--- config.mk ---
export PLATFORM = sky130hd
export DESIGN_NAME = cache_ctrl_param
export DESIGN_NICKNAME = d
export VERILOG_FILES = /design/src/rtl/cache_ctrl_param.sv
export SDC_FILE = /design/constraint.sdc
export NUM_CORES = 1
export LEC_CHECK = 0
export CAP_MARGIN = 0
export CORE_ASPECT_RATIO = 1.4
export CORE_UTILIZATION = 62
export DETAILED_ROUTE_END_ITERATION = 6
export PLACE_DENSITY = 0.81
export SKIP_LAST_GASP = 1
export SLEW_MARGIN = 20
export SYNTH_ARGS = -nofsm -noshare
export SYNTH_HDL_FRONTEND = slang
export SYNTH_SLANG_ARGS = --single-unit
--- constraint.sdc ---
create_clock -name clk_i -period 5.25 [get_ports clk_i]
set_input_delay 0.525 -clock clk_i [delete_from_list [all_inputs] [get_ports clk_i]]
set_output_delay 0.525 -clock clk_i [all_outputs]
set_load 0.05 [all_outputs]
--- src/rtl/cache_ctrl_param.sv ---
// Direct-mapped, write-through, no-write-allocate cache controller with a latency-tolerant line fill.
// Define CACHE_STATS_EN to add saturating hit/miss counters (hit_cnt_o, miss_cnt_o).
module cache_ctrl_param #(
  parameter int unsigned ADDR_W = 16,
  parameter int unsigned DATA_W = 16,
  parameter int unsigned LINES  = 8,
  parameter int unsigned WORDS  = 8
) (
  input  logic              clk_i,
  input  logic              rst_i,
  input  logic              req_valid_i,
  input  logic              req_write_i,
  input  logic [ADDR_W-1:0] req_addr_i,
  input  logic [DATA_W-1:0] req_wdata_i,
  output logic [DATA_W-1:0] rdata_o,
  output logic              hit_o,
  output logic              stall_o,
  output logic              mem_en_o,
  output logic              mem_wr_o,
  output logic [ADDR_W-1:0] mem_addr_o,
  output logic [DATA_W-1:0] mem_wdata_o,
  input  logic [DATA_W-1:0] mem_rdata_i,
  input  logic              mem_rvalid_i
`ifdef CACHE_STATS_EN
  ,
  output logic [15:0]       hit_cnt_o,
  output logic [15:0]       miss_cnt_o
`endif
);

  localparam int unsigned OFF_W = $clog2(WORDS);
  localparam int unsigned IDX_W = $clog2(LINES);
  localparam int unsigned TAG_W = ADDR_W - OFF_W - IDX_W - 1;
  localparam int unsigned CNT_W = OFF_W + 1;
  localparam logic [CNT_W-1:0] LastWord = CNT_W'(WORDS - 1);

  typedef enum logic [1:0] {StIdle, StFill, StWait} state_e;

  state_e                   state_q, state_d;
  logic [TAG_W-1:0]         tag_q [LINES];
  logic [LINES-1:0]         valid_q, valid_d;
  logic [DATA_W-1:0]        data_q [LINES*WORDS];
  logic [TAG_W-1:0]         lat_tag_q, lat_tag_d;
  logic [IDX_W-1:0]         lat_idx_q, lat_idx_d;
  logic [CNT_W-1:0]         issue_cnt_q, issue_cnt_d;
  logic [CNT_W-1:0]         ret_cnt_q, ret_cnt_d;

  logic [OFF_W-1:0]         req_off;
  logic [IDX_W-1:0]         req_idx;
  logic [TAG_W-1:0]         req_tag;
  logic                     hit;
  logic                     store_hit;
  logic                     fill_we;
  logic                     line_done;
  logic                     load_miss;
  logic                     unused_addr_lsb;

  assign req_off         = req_addr_i[OFF_W:1];
  assign req_idx         = req_addr_i[OFF_W+IDX_W:OFF_W+1];
  assign req_tag         = req_addr_i[ADDR_W-1:OFF_W+IDX_W+1];
  assign unused_addr_lsb = req_addr_i[0];

  assign hit       = req_valid_i && (state_q == StIdle) && valid_q[req_idx]
                     && (tag_q[req_idx] == req_tag);
  assign store_hit = hit && req_write_i;
  assign load_miss = req_valid_i && !req_write_i && !hit && (state_q == StIdle);
  // Returns only count while a fill is outstanding; strays after reset land in IDLE.
  assign fill_we   = mem_rvalid_i && (state_q != StIdle);
  assign line_done = fill_we && (ret_cnt_q == LastWord);

  assign hit_o   = hit;
  assign rdata_o = hit ? data_q[{req_idx, req_off}] : '0;

  always_comb begin
    state_d     = state_q;
    valid_d     = valid_q;
    lat_tag_d   = lat_tag_q;
    lat_idx_d   = lat_idx_q;
    issue_cnt_d = issue_cnt_q;
    ret_cnt_d   = ret_cnt_q;
    stall_o     = 1'b0;
    mem_en_o    = 1'b0;
    mem_wr_o    = 1'b0;
    mem_addr_o  = '0;
    mem_wdata_o = '0;

    unique case (state_q)
      StIdle: begin
        if (req_valid_i && req_write_i) begin
          mem_en_o    = 1'b1;
          mem_wr_o    = 1'b1;
          mem_addr_o  = req_addr_i;
          mem_wdata_o = req_wdata_i;
        end else if (load_miss) begin
          stall_o     = 1'b1;
          lat_tag_d   = req_tag;
          lat_idx_d   = req_idx;
          issue_cnt_d = '0;
          ret_cnt_d   = '0;
          state_d     = StFill;
        end
      end
      StFill: begin
        stall_o     = 1'b1;
        mem_en_o    = 1'b1;
        mem_addr_o  = {lat_tag_q, lat_idx_q, issue_cnt_q[OFF_W-1:0], 1'b0};
        issue_cnt_d = issue_cnt_q + 1'b1;
        if (issue_cnt_q == LastWord) state_d = StWait;
      end
      StWait: begin
        stall_o = 1'b1;
      end
      default: state_d = StIdle;
    endcase

    if (fill_we) begin
      ret_cnt_d = ret_cnt_q + 1'b1;
      if (line_done) begin
        valid_d[lat_idx_q] = 1'b1;
        state_d            = StIdle;
      end
    end
  end

  always_ff @(posedge clk_i) begin
    if (rst_i) begin
      state_q     <= StIdle;
      valid_q     <= '0;
      lat_tag_q   <= '0;
      lat_idx_q   <= '0;
      issue_cnt_q <= '0;
      ret_cnt_q   <= '0;
    end else begin
      state_q     <= state_d;
      valid_q     <= valid_d;
      lat_tag_q   <= lat_tag_d;
      lat_idx_q   <= lat_idx_d;
      issue_cnt_q <= issue_cnt_d;
      ret_cnt_q   <= ret_cnt_d;
    end
  end

  // Tag and data arrays need no reset: the valid bits gate every use.
  always_ff @(posedge clk_i) begin
    if (store_hit) data_q[{req_idx, req_off}] <= req_wdata_i;
    if (fill_we) data_q[{lat_idx_q, ret_cnt_q[OFF_W-1:0]}] <= mem_rdata_i;
    if (line_done) tag_q[lat_idx_q] <= lat_tag_q;
  end

`ifdef CACHE_STATS_EN
  logic [15:0] hit_cnt_q, hit_cnt_d;
  logic [15:0] miss_cnt_q, miss_cnt_d;

  always_comb begin
    hit_cnt_d  = hit_cnt_q;
    miss_cnt_d = miss_cnt_q;
    if (hit && (hit_cnt_q != 16'hFFFF)) hit_cnt_d = hit_cnt_q + 16'd1;
    if (load_miss && (miss_cnt_q != 16'hFFFF)) miss_cnt_d = miss_cnt_q + 16'd1;
  end

  always_ff @(posedge clk_i) begin
    if (rst_i) begin
      hit_cnt_q  <= '0;
      miss_cnt_q <= '0;
    end else begin
      hit_cnt_q  <= hit_cnt_d;
      miss_cnt_q <= miss_cnt_d;
    end
  end

  assign hit_cnt_o  = hit_cnt_q;
  assign miss_cnt_o = miss_cnt_q;
`endif

endmodule

==> Word-level counts from Yosys, hierarchy flattened <==
Memory sizes are Yosys's and may differ from the RTL's.
Cells that the tools add are included.
{ "word_totals": {"word_cells": 82, "reg_bits": 30, "mem_count": 2, "mem_bits_rw": 1096, "out_inout_bits": 52, "input_bits": 53} }
{ "mem_list": {"columns": ["memory", "depth", "word_bits", "rd", "rd_clocked_by_memory_dff", "write_ports", "line", "text"], "rows": [
  ["data_q", 64, 16, 1, 0, 1, "42", "logic [DATA_W-1:0] data_q [LINES*WORDS];"],
  ["tag_q", 8, 9, 1, 0, 1, "40", "logic [TAG_W-1:0] tag_q [LINES];"]
]} }
{ "op_classes": {"muxes": 35, "n_eq_ne": 8, "magnitude_cmp": 3, "addsub": 2, "bitwise_logic": 2, "reduce_logical": 24} }
{ "op_table": {"columns": ["cell", "count"], "rows": [
  ["$mux 16", 5],
  ["$pmux 16 s2", 1],
  ["$mux 4", 4],
  ["$reduce_or 16->1", 1],
  ["$mux 1", 13],
  ["$logic_and 1x1->1", 11],
  ["$mux 2", 5],
  ["$eq 9x9->1", 1],
  ["$reduce_and 3->1", 3],
  ["$add 4x1->4 const B", 2],
  ["$eq 4x3->1 const B", 2],
  ["$lt 3x4->1 const B", 2],
  ["$or 8x8->8", 1],
  ["$pmux 4 s2", 1],
  ["$reduce_bool 2->1", 4],
  ["$mux 6", 1],
  ["$ne 2x2->1 const B", 3],
  ["$pmux 2 s3", 1],
  ["$pmux 1 s2", 2],
  ["$bmux 1 s3", 1],
  ["$demux 1 s3", 1],
  ["$ge 3x1->1 const B", 1],
  ["$eq 2x1->1 const B", 1],
  ["$eq 2x2->1 const B", 1],
  ["5 further kinds", 6]
]} }

==> Depth between registers and ports, before layout <==
Gate-level depths: netlist of run 1.
{ "logic_depth": {"depth_word": 12, "ltp_mapped": 11, "depth_no_buf": 8} }

==> Worst setup path before layout of run 1 <==
OpenSTA, ideal clock, no wires.
{ "synth_timing": {"path_type": "input to register", "start": "input port req_addr_i[5]", "end": "memory data_q[13][0], enable pin", "arrival_ps": 4131, "setup_ps": 409, "cell_stages": 11, "n_path_buf": 4, "setup_slack_ps": 710, "required_time_ps": 4841, "path_cell_list": "buf_4 -> buf_2 -> mux4_2 -> mux2i_1 -> xor2_1 -> nand2_1 -> or4b_4 -> buf_6 -> o32a_4 -> buf_6 -> nor3_1"} }
{ "synth_between": {"elab_chain_cells": 8, "elab_cells_between_ends": 11, "cone_classes": "eq/ne (1); mux (6); reduce/logical (3); memory (1)"} }
{ "synth_lines": {"columns": ["item", "line", "text"], "rows": [
  ["start: declaration", "13", "input logic [ADDR_W-1:0] req_addr_i,"],
  ["branches (longest 8 deep; another with $mem_v2 8x9)", null, null],
  ["end: declaration", "42", null]
]} }
Parallel ways; which one is timed is not known. The select of a mux whose other input is x is not followed.

==> Worst setup path in the final report of run 1 <==
{ "layout_timing": {"start": "memory tag_q[4][8] (netlist name)", "end": "output port stall_o"} }
{ "layout_between": {"elab_chain_cells": 9} }
{ "layout_lines": {"columns": ["item", "line", "text"], "rows": [
  ["start: declaration", "40", null],
  ["$mem_v2 8x9", null, null],
  ["$eq 9x9->1", "64", "&& (tag_q[req_idx] == req_tag);"],
  ["$logic_and 1x1->1", "64", null],
  ["$logic_not 1->1", "66", "assign load_miss = req_valid_i && !req_write_i && !hit && (state_q == StIdle);"],
  ["$logic_and 1x1->1 (2 in series)", "66", null],
  ["$mux 1", "94", "end else if (load_miss) begin"],
  ["$mux 1", "89", "if (req_valid_i && req_write_i) begin"],
  ["$pmux 1 s2", "87", "unique case (state_q)"],
  ["end: declaration", "17", "output logic stall_o,"]
]} }
No other way between the ends.

==> results_dict.tcl, run 1 <==
set metrics [dict create \
    drc_errors 11 \
    place_congestion 0.890 \
    setup_slack_ns 0.764 \
    critical_path_class "reg -> out" \
    seq_area_sq_um 33500 \
    hold_buffers 0 \
    cap_violations 0 \
    grt_pass1_vias 23215 \
    multi_input_area_sq_um 10400 \
    fmax_ghz 0.223 \
    crit_fanout 20 \
    intPower_w 0.0142 \
    violations "design-rule violations" \
    power.switching_w 0.00412 \
    slew_viol_final 0 \
    worstSetupEndpoint "stall_o" \
    ir_worst_vdd_mv 0.271 \
    arrival_ns 3.96 \
    syn-num-nets 2015 \
    numPortBuffers 104 \
    grt_overflow 0 \
    setup_viol 0 \
    synthSimpleGateAreaFrac_pct 2.79 \
    die_h_microns 317 \
    first_pass_iters 7 \
    ys_types 47 \
    clock_latency_ns 0.68 \
    combinationalPowerShare_pct 7.1 \
    drt_iter0_drc 3519 \
    finalClockSkew_ns 0.0408 \
    track_usage_pct 33.1 \
    area_growth_pct 14.5 \
    cts_tree "yes" \
    cts_setup_buffers 0 \
    stdcell_count 3178 \
    clk_pin_slew_ns 0.07 \
    p_sw_share_pct 22.5 \
    synth_xor_area_share_pct 0.179 \
    ys_ff_latch 1126 \
    leakage_nw 15.7 \
    ys_seq_area_share_pct 76.1 \
    critPathCaptureType "output pin" \
    clockBufferDepth 3 \
    layout-drive-gt1-share_pct 32.8 \
    vias 22955 \
    synthAdderAreaFrac_pct 0.171 \
    pre_cts_ws_ns 0.759 \
    rr_startpoint "state_q[0]" \
    h-tree-depth 3 \
    tightest_slew_ns 1.30 \
    cts_resized 0 \
    rr_worst_depth 7 \
    ctsRootBufferMaster "clkbuf_16" \
    pwr-share-clk_pct 38.2 \
    hpwl_mm 67.0 \
    synth_edf_count 1096 \
    dieArea_sq_um 72100 \
    antenna_found_initial 11 \
    wl_per_cell_microns 36.4 \
    rsz0062_at_grt "no" \
    viasPerCell 7.22 \
    fin_setup_tns_ns 0 \
    status "finished with violations" \
    ff2ff_setup_slack_ns 1.11 \
    coreArea_sq_um 70200 \
    synth_top_area_cell "edfxtp_1" \
    finalNetCount 2225 \
    synth_ff_type "edfxtp_1" \
    initial_utilization_pct 62.7 \
    hold_path.class "in -> reg" \
    period_share_pct 85.4 \
    synth.avg_cell_area_sq_um 22.5 \
    netlist.area_leader.share_pct 74.8 \
    clock-sinks 1126 \
    antenna_left 0 \
    fillCellCount 3696 \
    muxShareOfSynthArea_pct 18.5 \
    ys_warn_count 0 \
    io_pins 105 \
    wl_mm 116 \
    syn_area_sq_um 44000 \
    fin_crit_ns 4.49 \
    seqPwrFrac_pct 54.7 \
    cts_buffers 97 \
    chipWidth_microns 227 \
    grt_pass1_wl_mm 164 \
    powerDensity_nw_per_um2 363 \
    synth_top_family_by_area "multiplexers" \
    start_kind "register" \
    synth_compound_area_share_pct 1.13 \
    cp_data_required_time_ns 4.72 \
    post-route-util_pct 71.8 \
    dp_cells 3003 \
    syn_inst 1956 \
    async_flop_share_pct 0 \
    placementRows 115 \
    cp-startpoint "tag_q[4][8]" \
    rr_endpoint "tag_q[1][5]" \
    synth.area.top_cells "edfxtp_1 75%, mux4_2 18%, dfxtp_1 1.4%" \
    grt_max_degree 110 \
    slew_headroom_pct 12.7 \
    hold_viol_final 0 \
]
[registers in the layout, indices dropped and copies added, names as in the netlist]
| register | cells |
|---|---|
| ret_cnt_q | 4 |
| tag_q | 72 |
| data_q | 1024 |
| lat_idx_q | 3 |
| issue_cnt_q | 4 |
| valid_q | 8 |
| lat_tag_q | 9 |
| state_q | 2 |
[cell type report]
cell class / instances / area share (%)
timing repair buffer: 228 / 4.41
sequential: 1126 / 66.5
tap: 936 / 2.32
clock buffer: 120 / 4.99
antenna: 4 / 0.0199
clock inverter: 51 / 1.00
multi-input combinational: 706 / 20.7
inverter: 7 / 0.0521
[worst min-delay path by stage]
stage | startpoint | endpoint | slack (ns) | cells after the start
floorplan | valid_q[2] | valid_q[2] | 0.43 | 2
global placement | valid_q[4] | valid_q[4] | 0.45 | 2
detailed placement | valid_q[7] | valid_q[7] | 0.47 | 2
CTS | req_addr_i[5] | lat_idx_q[1] | 0.30 | 3
global route | req_addr_i[5] | lat_idx_q[1] | 0.33 | 3
finish | req_addr_i[5] | lat_idx_q[1] | 0.33 | 3
[logic make-up after synthesis]
logic type | Yosys count
flops | 1126
mux | 367
simple gates | 250
buf+inv | 124
compound gates | 74
xor+xnor | 9
fa+ha+maj | 6
[power groups by stage]
stage                     Clock (W)  Combinational [W]  Sequential (W)
after floorplan                   0           0.000700          0.0102
after global placement            0            0.00119          0.0102
after detailed placement          0            0.00124          0.0102
after CTS                   0.00702            0.00127          0.0100
after global routing        0.00733            0.00133          0.0100
final                       0.00700            0.00130          0.0100
[cells in the mapped netlist, types with 2 or more instances]
| cell type | number |
|---|---|
| xnor2_1 | 5 |
| a31oi_1 | 6 |
| buf_1 | 31 |
| a22o_1 | 15 |
| nor3_1 | 67 |
| nand3b_1 | 5 |
| o21ai_0 | 14 |
| xor2_1 | 4 |
| edfxtp_1 | 1096 |
| nor2b_1 | 2 |
| o21a_1 | 3 |
| inv_1 | 6 |
| clkbuf_1 | 75 |
| a21oi_1 | 21 |
| buf_6 | 4 |
| buf_4 | 2 |
| dfxtp_1 | 30 |
| and2_1 | 33 |
| nor2_1 | 29 |
| nor3_2 | 2 |
| nor3b_1 | 3 |
| mux2i_1 | 11 |
| buf_2 | 5 |
| nand2b_1 | 3 |
| o31ai_1 | 4 |
| o211ai_1 | 4 |
| mux4_2 | 356 |
| ha_1 | 6 |
| nand3_1 | 18 |
| or3_1 | 3 |
| nand2_1 | 77 |
[layer usage]
| layer | vias up | GRT usage (%) | wire length [microns] |
|---|---|---|---|
| li1 | 8684 | - | - |
| met1 | 11745 | 39.9 | 36600 |
| met2 | 2036 | 55.2 | 58300 |
| met3 | 478 | 7.53 | 12500 |
| met4 | 12 | 19.1 | 8070 |
| met5 | - | 0.403 | 107 |
[worst max-delay path, cell delays in order (launching register included)]
cell             delay, ns
edfxtp_1              0.43
mux4_2                0.53
mux2i_1               0.24
xnor2_1               0.10
nor4_1                0.33
or4b_4                0.67
a21oi_1               0.22
nor2_1                0.06
clkdlybuf4s50_1       0.70
[per-stage QoR]
step / power [W] / hold slack (ns) / area, sq um
finish: 0.0183 / 0.325 / 50400
global route: 0.0187 / 0.333 / 50400
CTS: 0.0183 / 0.299 / 50400
detailed placement: 0.0114 / 0.471 / 47300
global placement: 0.0114 / 0.446 / 47300
floorplan: 0.0109 / 0.435 / 44000
[cells in the final DEF, fill, tap and decap left out, drive strengths merged, types with 21 or more instances in the layout]
cell type and instances:
edfxtp 1096, mux4 356, buf 148, clkbuf 120, clkdlybuf4s50 80, nand2 77, nor3 69, clkinv 34
and2 33, dfxtp 30, nor2 29, a21oi 21
Note: power is estimated with default switching activity, not from simulation.
==> run 2, diff against run 1 <==
--- a/config.mk
+++ b/config.mk
@@ -7,9 +7,11 @@
 export LEC_CHECK = 0
 export CAP_MARGIN = 0
 export CORE_ASPECT_RATIO = 1.4
+export CORE_MARGIN = 5
 export CORE_UTILIZATION = 62
 export DETAILED_ROUTE_END_ITERATION = 6
 export PLACE_DENSITY = 0.81
+export SETUP_SLACK_MARGIN = 0.1
 export SKIP_LAST_GASP = 1
 export SLEW_MARGIN = 20
 export SYNTH_ARGS = -nofsm -noshare
==> results_dict.tcl, run 2 (synthesized netlist as in run 1, its figures left out) <==
set metrics [dict create \
    fin_setup_tns_ns 0 \
    crit_family "simple AND/OR/NAND/NOR gates" \
    initial_utilization_pct 62.6 \
    vias 23265 \
    cap_violations 0 \
    post_dp_cell_area_sq_um 47300 \
    arrival_ns 4.02 \
    hold_viol_final 0 \
    post-route-util_pct 71.5 \
    viasPerCell 7.35 \
    antenna_found_initial 8 \
    grt_max_degree 121 \
    grt_pass1_wl_mm 171 \
    drt_iter0_drc 4178 \
    chipWidth_microns 235 \
    io_pins 105 \
    layout_commonest_cell "edfxtp_1" \
    layout_common_cells "1096 x edfxtp_1, 356 x mux4_2, 106 x buf_4" \
    period_share_pct 86.6 \
    antenna_left 0 \
    h-tree-depth 3 \
    setup_viol 0 \
    clock_latency_ns 0.69 \
    placementRows 115 \
    numPortBuffers 104 \
    grt_overflow 0 \
    top_register "data_q" \
    cts_setup_buffers 0 \
    cpPeakStageDelay_ns 0.70 \
    ctsRootBufferMaster "clkbuf_16" \
    die_h_microns 325 \
    fmax_ghz 0.220 \
    clock-sinks 1126 \
    wl_mm 120 \
    top_regs "data_q x1024, tag_q x72, lat_tag_q x9" \
    status "finished with violations" \
    cts_resized 0 \
    layout-drive-gt1-share_pct 32.4 \
    final_area_sq_um 50300 \
    coreArea_sq_um 70400 \
    powerDensity_nw_per_um2 366 \
    path_buf_inv 2 \
    fin_crit_ns 4.55 \
    slew_headroom_pct 20.1 \
    crit_fanout 20 \
    leakage_nw 15.7 \
    hold_buffers 0 \
    critical_path.cell_chain "inv_1 -> ha_1 -> nand2_1 -> or3_1 -> or4b_4 -> a21oi_1 -> nor2_1 -> clkdlybuf4s50_1" \
    slew_viol_final 0 \
    start_kind "register" \
    violations "design-rule violations" \
    place_congestion 0.881 \
    largest_reg_flops 1024 \
    track_usage_pct 31.0 \
    cts_tree "yes" \
    grt_pass1_vias 23324 \
    clk_pin_slew_ns 0.07 \
    clockBufferDepth 3 \
    hold_path.class "in -> reg" \
    finalNetCount 2209 \
    ir_worst_vdd_mv 0.263 \
    cts_buffers 91 \
    rsz0062_at_grt "no" \
    critical_path_class "reg -> out" \
    hpwl_mm 65.9 \
    critPathCaptureType "output pin" \
    drc_errors 1 \
    finalClockSkew_ns 0.0247 \
    fin_hold_ws_ns 0.362 \
    crit_slowest_cell "clkdlybuf4s50_1" \
    dieArea_sq_um 76500 \
    tightest_slew_ns 1.19 \
    first_pass_iters 7 \
    area_growth_pct 14.3 \
    cp_data_required_time_ns 4.72 \
    wl_per_cell_microns 37.8 \
]
## run 2: cell type report
| type | instances | area, sq um |
|---|---|---|
| sequential | 1126 | 33500 |
| fill | 3508 | 20000 |
| multi-input combinational | 706 | 10400 |
| clock buffer | 110 | 2370 |
| timing repair buffer | 218 | 2170 |
| tap | 936 | 1170 |
| clock inverter | 56 | 644 |
| inverter | 7 | 26.3 |
| antenna | 6 | 15.0 |
## run 2: final timing paths
check	start	endpoint	slack (ns)	depth (start not counted)
max	state_q[1]	stall_o	0.70	8
min	rst_i	valid_q[2]	0.36	2
min reg2reg	valid_q[3]	valid_q[3]	0.50	2
max reg2reg	state_q[1]	data_q[40][5]	0.96	10
## run 2: layer usage
metal / up-vias / GRT usage (%) / routed length (microns)
met3: 519 / 6.65 / 13600
li1: 8668 / - / -
met2: 2253 / 51.0 / 59500
met1: 11819 / 39.3 / 37700
met4: 6 / 16.9 / 8680
met5: - / 0.126 / 35
## run 2: report_power, final
part	internal, W	switching, W	leakage [nW]
Sequential	0.00998	0.0000225	10.1
Combinational	0.000434	0.000856	4.09
Clock	0.00388	0.00324	1.47
## run 2: stage by stage
stage	total power, W	worst slack (ns)	cells
global placement	0.0114	0.826	2992
global route	0.0189	0.612	3159
finish	0.0184	0.703	3165
floorplan	0.0109	0.710	1956
CTS	0.0184	0.684	3158
detailed placement	0.0114	0.669	2992
